===== src/rtl/mod_counter.sv =====
// mod_counter: loadable up/down counter over the range 0..limit with a
// programmable step, selectable saturate-or-wrap behaviour at the bounds,
// a one-cycle terminal pulse and a sticky overflow flag.
//
// Ports:
//   clk        clock, all state changes on the rising edge
//   rst        asynchronous active-high reset
//   clr        synchronous clear of count, tc and ovf (highest priority)
//   load       synchronous load of min(data_in, limit)
//   en         count enable
//   up_down    1 = count up, 0 = count down
//   sat        1 = saturate at the bounds, 0 = wrap modulo (limit+1)
//   step       magnitude added/subtracted per enabled cycle
//   limit      inclusive upper bound of the count
//   data_in    load value
//   data_out   current count (registered)
//   end_count  high while data_out == 0
//   at_limit   high while data_out == limit
//   tc         registered one-cycle pulse after every bound event
//   ovf        registered sticky flag, set by any bound event
module mod_counter #(
    parameter int N      = 8,
    parameter int STEP_W = 4
) (
    input  logic              clk,
    input  logic              rst,
    input  logic              clr,
    input  logic              load,
    input  logic              en,
    input  logic              up_down,
    input  logic              sat,
    input  logic [STEP_W-1:0] step,
    input  logic [N-1:0]      limit,
    input  logic [N-1:0]      data_in,
    output logic [N-1:0]      data_out,
    output logic              end_count,
    output logic              at_limit,
    output logic              tc,
    output logic              ovf
);

    localparam logic [N:0]   ONE_X = (N+1)'(1);
    localparam logic [N-1:0] ONE_N = N'(1);

    // Widened copies so that sums and comparisons never overflow.
    logic [N:0]   cnt_x;
    logic [N:0]   lim_x;
    logic [N:0]   step_x;
    logic [N:0]   sum_x;
    logic [N:0]   wrap_up_x;
    logic [N:0]   dn_base_x;
    logic [N-1:0] step_n;
    logic [N-1:0] diff_n;
    logic [N-1:0] wrap_dn_n;
    logic [N-1:0] next_cnt;
    logic         bound;

    assign cnt_x     = {1'b0, data_out};
    assign lim_x     = {1'b0, limit};
    assign step_x    = {{(N+1-STEP_W){1'b0}}, step};
    assign step_n    = {{(N-STEP_W){1'b0}}, step};
    assign sum_x     = cnt_x + step_x;
    assign wrap_up_x = sum_x - lim_x - ONE_X;
    assign dn_base_x = cnt_x + lim_x + ONE_X;
    assign diff_n    = data_out - step_n;
    // Only used when dn_base_x >= step_x, where the true result is <= limit
    // and therefore exact in N bits.
    assign wrap_dn_n = data_out + limit + ONE_N - step_n;

    always_comb begin
        next_cnt = data_out;
        bound    = 1'b0;
        if (cnt_x > lim_x) begin
            // Count left stranded above a lowered limit.
            bound    = 1'b1;
            next_cnt = sat ? limit : '0;
        end else if (up_down) begin
            if (sum_x <= lim_x) begin
                next_cnt = sum_x[N-1:0];
            end else begin
                bound = 1'b1;
                if (sat)
                    next_cnt = limit;
                else if (wrap_up_x > lim_x)
                    next_cnt = '0;
                else
                    next_cnt = wrap_up_x[N-1:0];
            end
        end else begin
            if (step_x <= cnt_x) begin
                next_cnt = diff_n;
            end else begin
                bound = 1'b1;
                if (sat)
                    next_cnt = '0;
                else if (dn_base_x < step_x)
                    next_cnt = limit;
                else
                    next_cnt = wrap_dn_n;
            end
        end
    end

    always_ff @(posedge clk or posedge rst) begin
        if (rst) begin
            data_out <= '0;
            tc       <= 1'b0;
            ovf      <= 1'b0;
        end else if (clr) begin
            data_out <= '0;
            tc       <= 1'b0;
            ovf      <= 1'b0;
        end else if (load) begin
            data_out <= (data_in > limit) ? limit : data_in;
            tc       <= 1'b0;
            ovf      <= 1'b0;
        end else if (en && (step != '0)) begin
            data_out <= next_cnt;
            tc       <= bound;
            if (bound)
                ovf <= 1'b1;
        end else begin
            // Hold, including an enabled zero step.
            tc <= 1'b0;
        end
    end

    assign end_count = (data_out == '0);
    assign at_limit  = (data_out == limit);

endmodule


===== config.mk =====
export PLATFORM = sky130hd
export DESIGN_NAME = mod_counter
export DESIGN_NICKNAME = d
export VERILOG_FILES = /design/src/rtl/mod_counter.sv
export SDC_FILE = /design/constraint.sdc
export NUM_CORES = 1
export LEC_CHECK = 0
export CORE_MARGIN = 2
export CORE_UTILIZATION = 45
export CTS_BUF_LIST = sky130_fd_sc_hd__clkbuf_2
export CTS_CLUSTER_DIAMETER = 30
export DETAILED_ROUTE_END_ITERATION = 16
export PLACE_DENSITY = 0.76
export SLEW_MARGIN = 30
export SYNTH_ARGS = -nofsm -noshare
export SYNTH_HDL_FRONTEND = slang
export SYNTH_SLANG_ARGS = --single-unit
export TNS_END_PERCENT = 10

===== constraint.sdc =====
create_clock -name clk -period 9.02 [get_ports clk]
set_clock_uncertainty 0.15 [all_clocks]
set_input_delay 1.804 -clock clk [delete_from_list [all_inputs] [get_ports clk]]
set_output_delay 1.804 -clock clk [all_outputs]
set_load 0.01 [all_outputs]

== Word-level counts from Yosys, hierarchy flattened ==
Cells that the tools add are included.

* Output and inout bits: 12
* Word-level logic and storage cells: 49
* Register bits after elaboration: 10
* Input bits: 27

* Order comparisons: 6
* Multiplexer cells: 24
* Eq/ne operators: 1
* Reduce and logical (&&, ||, !) cells: 6
* Add/sub/neg operators: 9

{| class="wikitable"
|+ Operator list
! cell !! count
|-
| two-way mux 8 bit || 13
|-
| > comparator 8 bit || 2
|-
| subtractor 8 x 4 -> 8 bit || 2
|-
| two-way mux 1 bit || 11
|-
| adder 8 x 4 -> 9 bit || 1
|-
| adder 8 x 8 -> 9 bit || 1
|-
| adder 9 x 1 -> 9 bit (second input constant) || 1
|-
| > comparator 9 x 8 -> 1 bit || 1
|-
| <= comparator 9 x 8 -> 1 bit || 1
|-
| < comparator 9 x 4 -> 1 bit || 1
|-
| subtractor 9 x 1 -> 9 bit (second input constant) || 1
|-
| subtractor 9 x 8 -> 9 bit || 1
|-
| adder 8 x 1 -> 8 bit (second input constant) || 1
|-
| adder 8 bit || 1
|-
| == test 8 bit || 1
|-
| <= comparator 4 x 8 -> 1 bit || 1
|-
| logical NOT 8 bit || 1
|-
| nonzero test 3 bit || 2
|-
| nonzero test 4 bit || 1
|-
| AND reduction 2 bit || 1
|-
| logical AND 1 bit || 1
|}

== Logic depth before layout (Yosys ltp) ==
Gate-level depths: netlist (run 1).

* Word-level depth: 12
* Mapped depth: 21
* Mapped depth without buffers: 20

== Least setup slack after synthesis (run 1) ==
Ideal clock, no wire load.

* Kind: input to register
* Start: input port step[2]
* End: register data_out[7]
* Arrival: 5373 ps
* Setup time: 87 ps
* Data required time: 8783 ps
* Stages: 19
* Setup slack: 3411 ps
* Path buffers: 1
* Cell sequence: inv_1 ha_1 clkbuf_1 nor3b_1 o21ai_0 o311ai_0 xnor2_1 inv_1 ha_1 nand3_1 o2111ai_1 xor2_1 ha_1 a21o_1 a211o_1 o32a_1 o311ai_0 o2111ai_1 o211ai_1

* Word-level cells in the longest chain between the ends: 12
* Elaborated cells between the ends (all ways): 23
* Those cells by class: add/sub: 5; order compare: 4; mux: 11; reduce/logical: 3

{| class="wikitable"
|+ Ends and longest elaborated chain
! item !! RTL line !! text
|-
| start: declaration || 32 || <nowiki>input logic [STEP_W-1:0] step,</nowiki>
|-
| adder 8 x 4 -> 9 bit || 62 || <nowiki>assign sum_x = cnt_x + step_x;</nowiki>
|-
| subtractor 9 x 8 -> 9 bit || 63 || <nowiki>assign wrap_up_x = sum_x - lim_x - ONE_X;</nowiki>
|-
| subtractor 9 x 1 -> 9 bit || 63 ||
|-
| > comparator 9 x 8 -> 1 bit || 84 || <nowiki>else if (wrap_up_x > lim_x)</nowiki>
|-
| two-way mux 8 bit || 84 ||
|-
| two-way mux 8 bit || 82 || <nowiki>if (sat)</nowiki>
|-
| two-way mux 8 bit || 78 || <nowiki>if (sum_x <= lim_x) begin</nowiki>
|-
| two-way mux 8 bit || 77 || <nowiki>end else if (up_down) begin</nowiki>
|-
| two-way mux 8 bit || 73 || <nowiki>if (cnt_x > lim_x) begin</nowiki>
|-
| two-way mux 8 bit || 117 || <nowiki>end else if (en && (step != '0)) begin</nowiki>
|-
| two-way mux 8 bit || 113 || <nowiki>end else if (load) begin</nowiki>
|-
| two-way mux 8 bit || 109 || <nowiki>end else if (clr) begin</nowiki>
|-
| end signal: assignment || 114 || <nowiki>data_out <= (data_in > limit) ? limit : data_in;</nowiki>
|-
| end signal: assignment || 118 || <nowiki>data_out <= next_cnt;</nowiki>
|-
| end: declaration || 35 || <nowiki>output logic [N-1:0] data_out,</nowiki>
|}

Several ways; a longest one is shown, not always the timed one. The select of a mux whose other input is x is not followed.
A chain may end at the register's enable or synchronous reset.

== Worst setup path in the final report (run 1) ==
* Start: input port step[3]
* End: register data_out[7]

The elaborated chain is that of the path after synthesis.

==> results of run 1 <==
[layer usage]
metal | GRT usage | up-vias | part of all wire
met5 | 0 | - | 0
met4 | 0.156 | 0 | 0.054
met3 | 0.0335 | 57 | 0.064
met2 | 0.497 | 205 | 0.47
met1 | 0.356 | 1911 | 0.41
li1 | - | 1869 | -
[kinds of logic after synthesis]
logic type,after synthesis,synth area share
AO/OA/AOI/OAI,160,0.312
XOR/XNOR,25,0.0591
adder cells (fa/ha/maj),71,0.256
buffers and inverters,68,0.0823
flip-flops,10,0.0675
multiplexers,3,0.00810
AND/OR/NAND/NOR,145,0.215
[worst register-to-register path, delay by kind of cell (launching register included)]
kind                     cells  cell delay (ns)
XOR/XNOR                     2             0.47
adder cells (fa/ha/maj)      2             0.67
AND/OR/NAND/NOR              1             0.12
AO/OA/AOI/OAI                8             2.45
flip-flops                   1             0.71
buffers and inverters        2             0.36
[registers in the layout, indices dropped and copies added, names as in the netlist]
signal,count
data_out,8
tc,1
ovf,1
[cells in the mapped netlist (6+ instances only)]
| cell type | number |
|---|---|
| nand4_1 | 12 |
| dfrtp_1 | 10 |
| nor3_1 | 17 |
| nor2b_1 | 6 |
| a21oi_1 | 35 |
| nand2_1 | 27 |
| o21ai_0 | 22 |
| xnor2_1 | 14 |
| o21a_1 | 7 |
| o31ai_1 | 8 |
| a211oi_1 | 8 |
| a31oi_1 | 7 |
| inv_1 | 53 |
| a21o_1 | 9 |
| nor2_1 | 22 |
| fa_1 | 8 |
| nand2b_1 | 7 |
| nand3_1 | 21 |
| ha_1 | 63 |
| o211ai_1 | 11 |
| xor2_1 | 11 |
[metrics by stage]
step	setup WS (ns)	area, um2	instances	hold slack [ns]	util
6_report	2.38	4140	615	0.340	0.511
5_1_grt	1.98	4140	615	0.352	0.511
4_1_cts	2.48	4140	615	0.343	0.511
3_5_place_dp	2.20	4120	611	0.316	0.509
3_3_place_gp	2.42	4120	611	0.310	0.509
2_1_floorplan	3.41	3710	482	0.368	-
[cell type report]
type	instances	share of cell area
timing repair buffer	38	0.0920
tap	105	0.0318
inverter	54	0.0490
multi-input combinational	404	0.762
sequential	10	0.0605
clock inverter	1	0.000908
clock buffer	3	0.00363
[power by group through the flow]
stage / clock (mW) / sequential (mW) / combinational, mW
after floorplan: 0 / 0.0662 / 0.443
after global placement: 0 / 0.0729 / 0.582
after detailed placement: 0 / 0.0732 / 0.592
after CTS: 0.0284 / 0.0722 / 0.596
after global routing: 0.0290 / 0.0748 / 0.674
final: 0.0294 / 0.0730 / 0.609
[worst max-delay path by stage]
stage	start	slack, ns	to	depth (start not counted)
after floorplan	step[2]	3.41	data_out[7]$_DFFE_PP0P_	19
after global placement	step[0]	2.42	data_out[1]$_DFFE_PP0P_	21
after detailed placement	step[3]	2.20	data_out[7]$_DFFE_PP0P_	17
after CTS	step[3]	2.48	data_out[7]$_DFFE_PP0P_	17
after global routing	step[1]	1.98	data_out[7]$_DFFE_PP0P_	19
final	step[3]	2.38	data_out[7]$_DFFE_PP0P_	17
==> results.ini, run 1 <==
[die]
num_rows=33
fp.dieH_um=94.8
die-area_mm2=0.00898
coreArea_mm2=0.00809
dieWidth_um=94.8
initial_core_util=0.458
io_pins=39

[power_and_ir_drop]
swShare=0.566
p_comb_frac=0.856
power_switching_uw=403
p_leak_nw=1.87
clkPwrFrac=0.041
powerDensity_mw_per_mm2=172
total_power_uw=711
pwr-share-seq=0.103
vdd_drop_max_mv=0.106
internal-power_uw=309

[timing]
max_slew.worst_pin.slew_ns=0.710
setup_viol=0
setup-tns-final_ns=0
finalCriticalPeriod_ns=6.64
fin_crit_sh=0.737
timing.fmax_mhz=150
slew-limit-headroom=0.523
slew_violations=0
rsz0062_at_grt=false
finalHoldViolations=0

[worst_hold_path]
holdCritStartpoint=ovf$_DFFE_PP0P_
hp-class=flip-flop to flip-flop
hold_depth=1
whs_endpoint=ovf$_DFFE_PP0P_

[cts]
post-cts-setup-buffer-count=0
holdBufCountCts=0
clk_latency_ns=0.28
cts_buffers=3
numClockSinks=10
clk_path_buf_depth=2
path_clk_slew_ns=0.13
cts_root_buffer=clkbuf_2
cts_resized=0
cts_max_level=1
cts_tree=yes

[synthesis]
synth_area_leaders=ha_1, dfrtp_1, inv_1, a21oi_1, fa_1
yosysSeqAreaShare=0.0675
syn_inst=482
ys_ff_latch=10
yosysTopAreaCell=ha_1
syn_nets=580
yosysWarningCount=0
avgSynthCellArea_um2=7.69
async_reset_ff_frac=1.00
synth_edf_count=0
synth_ff_type=dfrtp_1
syn_area_mm2=0.00371
synth_top_area_frac=0.213
synth.distinct_cells=77

[final_layout]
area_delta_synth_final_pct=11.5
finish.net_count=609
regArea_um2=250
multi_input_area_mm2=0.00315
layout_common_cells=ha_1, inv_1, clkdlybuf4s50_1
antennaDiodeCount=0
drive_gt1_frac=0.0451
final_common_cell=ha_1
fill_cells=839

[drt]
drt_wl_total_um=12600
firstDrtPassIters=5
wire_per_inst_um=20.4
via_count=4042
drtIter0Drc=328
viasPerCell=6.57
ant_nets=0
route.detailed.drc=0

[placement]
gp_congestion=1.01
io_buffers=38
hpwl_um=10100

[run]
drv_cap=0

[critical_path]
crit_top_cell=ha_1
cp_num_buf_inv=3
cp.required_ns=9.08
cpPeakStageDelay_ns=0.61
path_class=primary input to flip-flop
path_cells=clkdlybuf4s50_1, inv_1, ha_1, o311ai_0, xnor2_1, inv_1, ha_1, nand3_1, o2111ai_1, xor2_1, ha_1, a21o_1, a211o_1, o32a_1, o311ai_0, o2111ai_1, o211ai_1
critical_path.top_delay_family=compound AO/OA/AOI/OAI gates
cp_slowest_cell=clkdlybuf4s50_1
r2r_end=data_out[7]$_DFFE_PP0P_
critPathCaptureType=flip-flop
crit_fanout=8
rr_worst_depth=15
rrSetupSlack_ns=4.02
crit-reg2reg-launch=data_out[4]$_DFFE_PP0P_
cp-start-kind=primary input
crit_arrival_ns=6.70

[grt]
grt_usage=0.291
grt_start_max_net_pins=16
grt-ovfl-total=0
grt_pass1_vias=4044
antenna_found_initial=0
grt_pass1_wl_um=20300

[outcome]
status=finished clean

(Power assumes the default switching activity.)
==> inputs of run 2 (changes only) <==
Clock period 9.02 ns to 6.9 ns, I/O delays scaled along.
==> results.ini, run 2 (synthesis gave the netlist of run 1 again) <==
[drt]
viasPerCell=6.39  ; -2.8%
met2_length_um=5990  ; +1.6%
wire_per_inst_um=20.1  ; -1.6%
firstDrtPassIters=5  ; unchanged
drtIter0Drc=306  ; -6.7%
wirelength_met1_um=5330  ; +2.8%
top_layer_used=met4
dr_wl_met3_um=654  ; -18%
route.detailed.drc=0  ; unchanged
via_count=3936  ; -2.6%
drt_wl_total_um=12400  ; -1.5%
ant_nets=0  ; unchanged

[power_and_ir_drop]
p_leak_nw=1.87  ; +0.26%
total_power_uw=926  ; +30%
clkPwrFrac=0.040  ; about the same
internal-power_uw=404  ; +31%
pwr-share-seq=0.103  ; about the same
vdd_drop_max_mv=0.140  ; +32%
swShare=0.564  ; -0.00224
p_comb_frac=0.857  ; about the same
powerDensity_mw_per_mm2=223  ; +30%
power_switching_uw=522  ; +30%

[critical_path]
rrSetupSlack_ns=2.03  ; -1.99 ns
critPathCaptureType=flip-flop
crit_start=step[3]
cp-start-kind=primary input
crit_top_cell=ha_1
crit-reg2reg-launch=data_out[1]$_DFFE_PP0P_
cp.required_ns=6.94  ; -2.14 ns
r2r_end=data_out[7]$_DFFE_PP0P_
crit_fanout=8  ; unchanged
cp_slowest_cell=clkdlybuf4s50_1
cpPeakStageDelay_ns=0.60  ; about the same
rr_worst_depth=17  ; +2
crit_arrival_ns=6.10  ; -0.60 ns
path_cells=clkdlybuf4s50_1, inv_1, ha_1, o311ai_0, xnor2_1, inv_1, ha_1, nand3_1, o2111ai_1, xor2_1, ha_1, a21o_1, a211o_1, o32a_1, o311ai_0, o2111ai_1, o211ai_1
path_class=primary input to flip-flop

[cts]
cts_tree=yes
clk_path_buf_depth=2  ; unchanged
holdBufCountCts=0  ; unchanged
path_clk_slew_ns=0.11  ; -0.02 ns
cts_resized=0  ; unchanged
cts_max_level=1  ; unchanged
clk_latency_ns=0.28  ; about the same
post-cts-setup-buffer-count=0  ; unchanged
cts_buffers=3  ; unchanged
cts_root_buffer=clkbuf_2
numClockSinks=10  ; unchanged

[timing]
slew_violations=0  ; unchanged
finalCriticalPeriod_ns=6.05
fin_crit_sh=0.877
rsz0062_at_grt=false
timing.fmax_mhz=165
slew-limit-headroom=0.515  ; -0.00817
setup_viol=0  ; unchanged
fin_ws_ns=0.846  ; -1.53 ns
hold-worst-slack_ns=0.342  ; +0.00208 ns
finalHoldViolations=0  ; unchanged
setup-tns-final_ns=0  ; unchanged
max_slew.worst_pin.slew_ns=0.722  ; +0.0122 ns

[outcome]
status=finished clean

[die]
fp.dieH_um=94.8  ; unchanged
initial_core_util=0.458  ; unchanged
dieWidth_um=94.8  ; unchanged
num_rows=33  ; unchanged
coreArea_mm2=0.00809  ; unchanged
die-area_mm2=0.00898  ; unchanged
io_pins=39  ; unchanged

[final_layout]
utilization=0.512  ; +0.000928
top_register=data_out
largest_reg_flops=8  ; unchanged
final_cell_count_no_fill=616  ; +0.16%
final_area_mm2=0.00414  ; +0.18%
drive_gt1_frac=0.0470  ; +0.00187
layout_common_cells=ha_1, inv_1, clkdlybuf4s50_1
top_regs=data_out: 8 flops, ovf: 1 flops, tc: 1 flops
area_delta_synth_final_pct=11.7
antennaDiodeCount=0  ; unchanged
final_common_cell=ha_1
finish.net_count=610  ; +0.16%

[grt]
grt_start_max_net_pins=16  ; unchanged
grt-ovfl-total=0  ; unchanged
grt_pass1_wl_um=19800  ; -2.5%
antenna_found_initial=0  ; unchanged
grt_pass1_vias=3849  ; -4.8%
grt_usage=0.283  ; -0.00763

[worst_hold_path]
hp-class=flip-flop to flip-flop
whs_endpoint=ovf$_DFFE_PP0P_
holdCritStartpoint=ovf$_DFFE_PP0P_
hold_depth=1  ; unchanged

[placement]
dp_cells=612  ; +0.16%
place_worst_setup_slack_ns=0.586  ; -1.61 ns
placed_area_mm2=0.00412  ; +0.18%
gp_congestion=1.01  ; +0.45%
io_buffers=38  ; unchanged
hpwl_um=10100  ; -0.37%

[run]
drv_cap=0  ; unchanged

[run 2: changes by cell type in the layout (fill, tap and decap cells not counted), sizes merged]
cell,delta
buf,+1
[run 2: critical path: cells and delay by family]
kind	cells	cell delay [ns]
compound gates	8	2.30
xor+xnor	2	0.44
fa+ha+maj	3	1.06
buf+inv	3	0.82
simple gates	1	0.10
[run 2: how the worst max path moves through the flow]
| stage | cells past startpoint | to | slack, ns |
|---|---|---|---|
| final | 17 | data_out[7]$_DFFE_PP0P_ | 0.85 |
| after global routing | 19 | data_out[7]$_DFFE_PP0P_ | 0.41 |
| after CTS | 21 | data_out[1]$_DFFE_PP0P_ | 0.87 |
| after detailed placement | 21 | data_out[1]$_DFFE_PP0P_ | 0.59 |
| after global placement | 21 | data_out[1]$_DFFE_PP0P_ | 0.72 |
| after floorplan | 19 | data_out[7]$_DFFE_PP0P_ | 1.71 |
[run 2: power groups by stage]
stage	Clock [mW]	Combinational, mW	Sequential [mW]
final	0.0370	0.793	0.0954
after detailed placement	0	0.773	0.0954
after CTS	0.0365	0.780	0.0942
after global routing	0.0368	0.874	0.0975
after floorplan	0	0.579	0.0865
after global placement	0	0.762	0.0954
[run 2: metal layers]
layer  GRT usage  vias to the layer above
met5           0                        -
met4      0.0942                        0
met3      0.0263                       35
met2       0.501                      160
met1       0.359                     1874
li1            -                     1867
[run 2: layout make-up]
type                    count  area, um2
fillers                   822       3950
multi-input cells         404       3150
repair buffers             39        388
flip-flops and latches     10        250
inverters                  54        203
well taps                 105        131
clock buffers               3       15.0
clock inverters             1       3.75
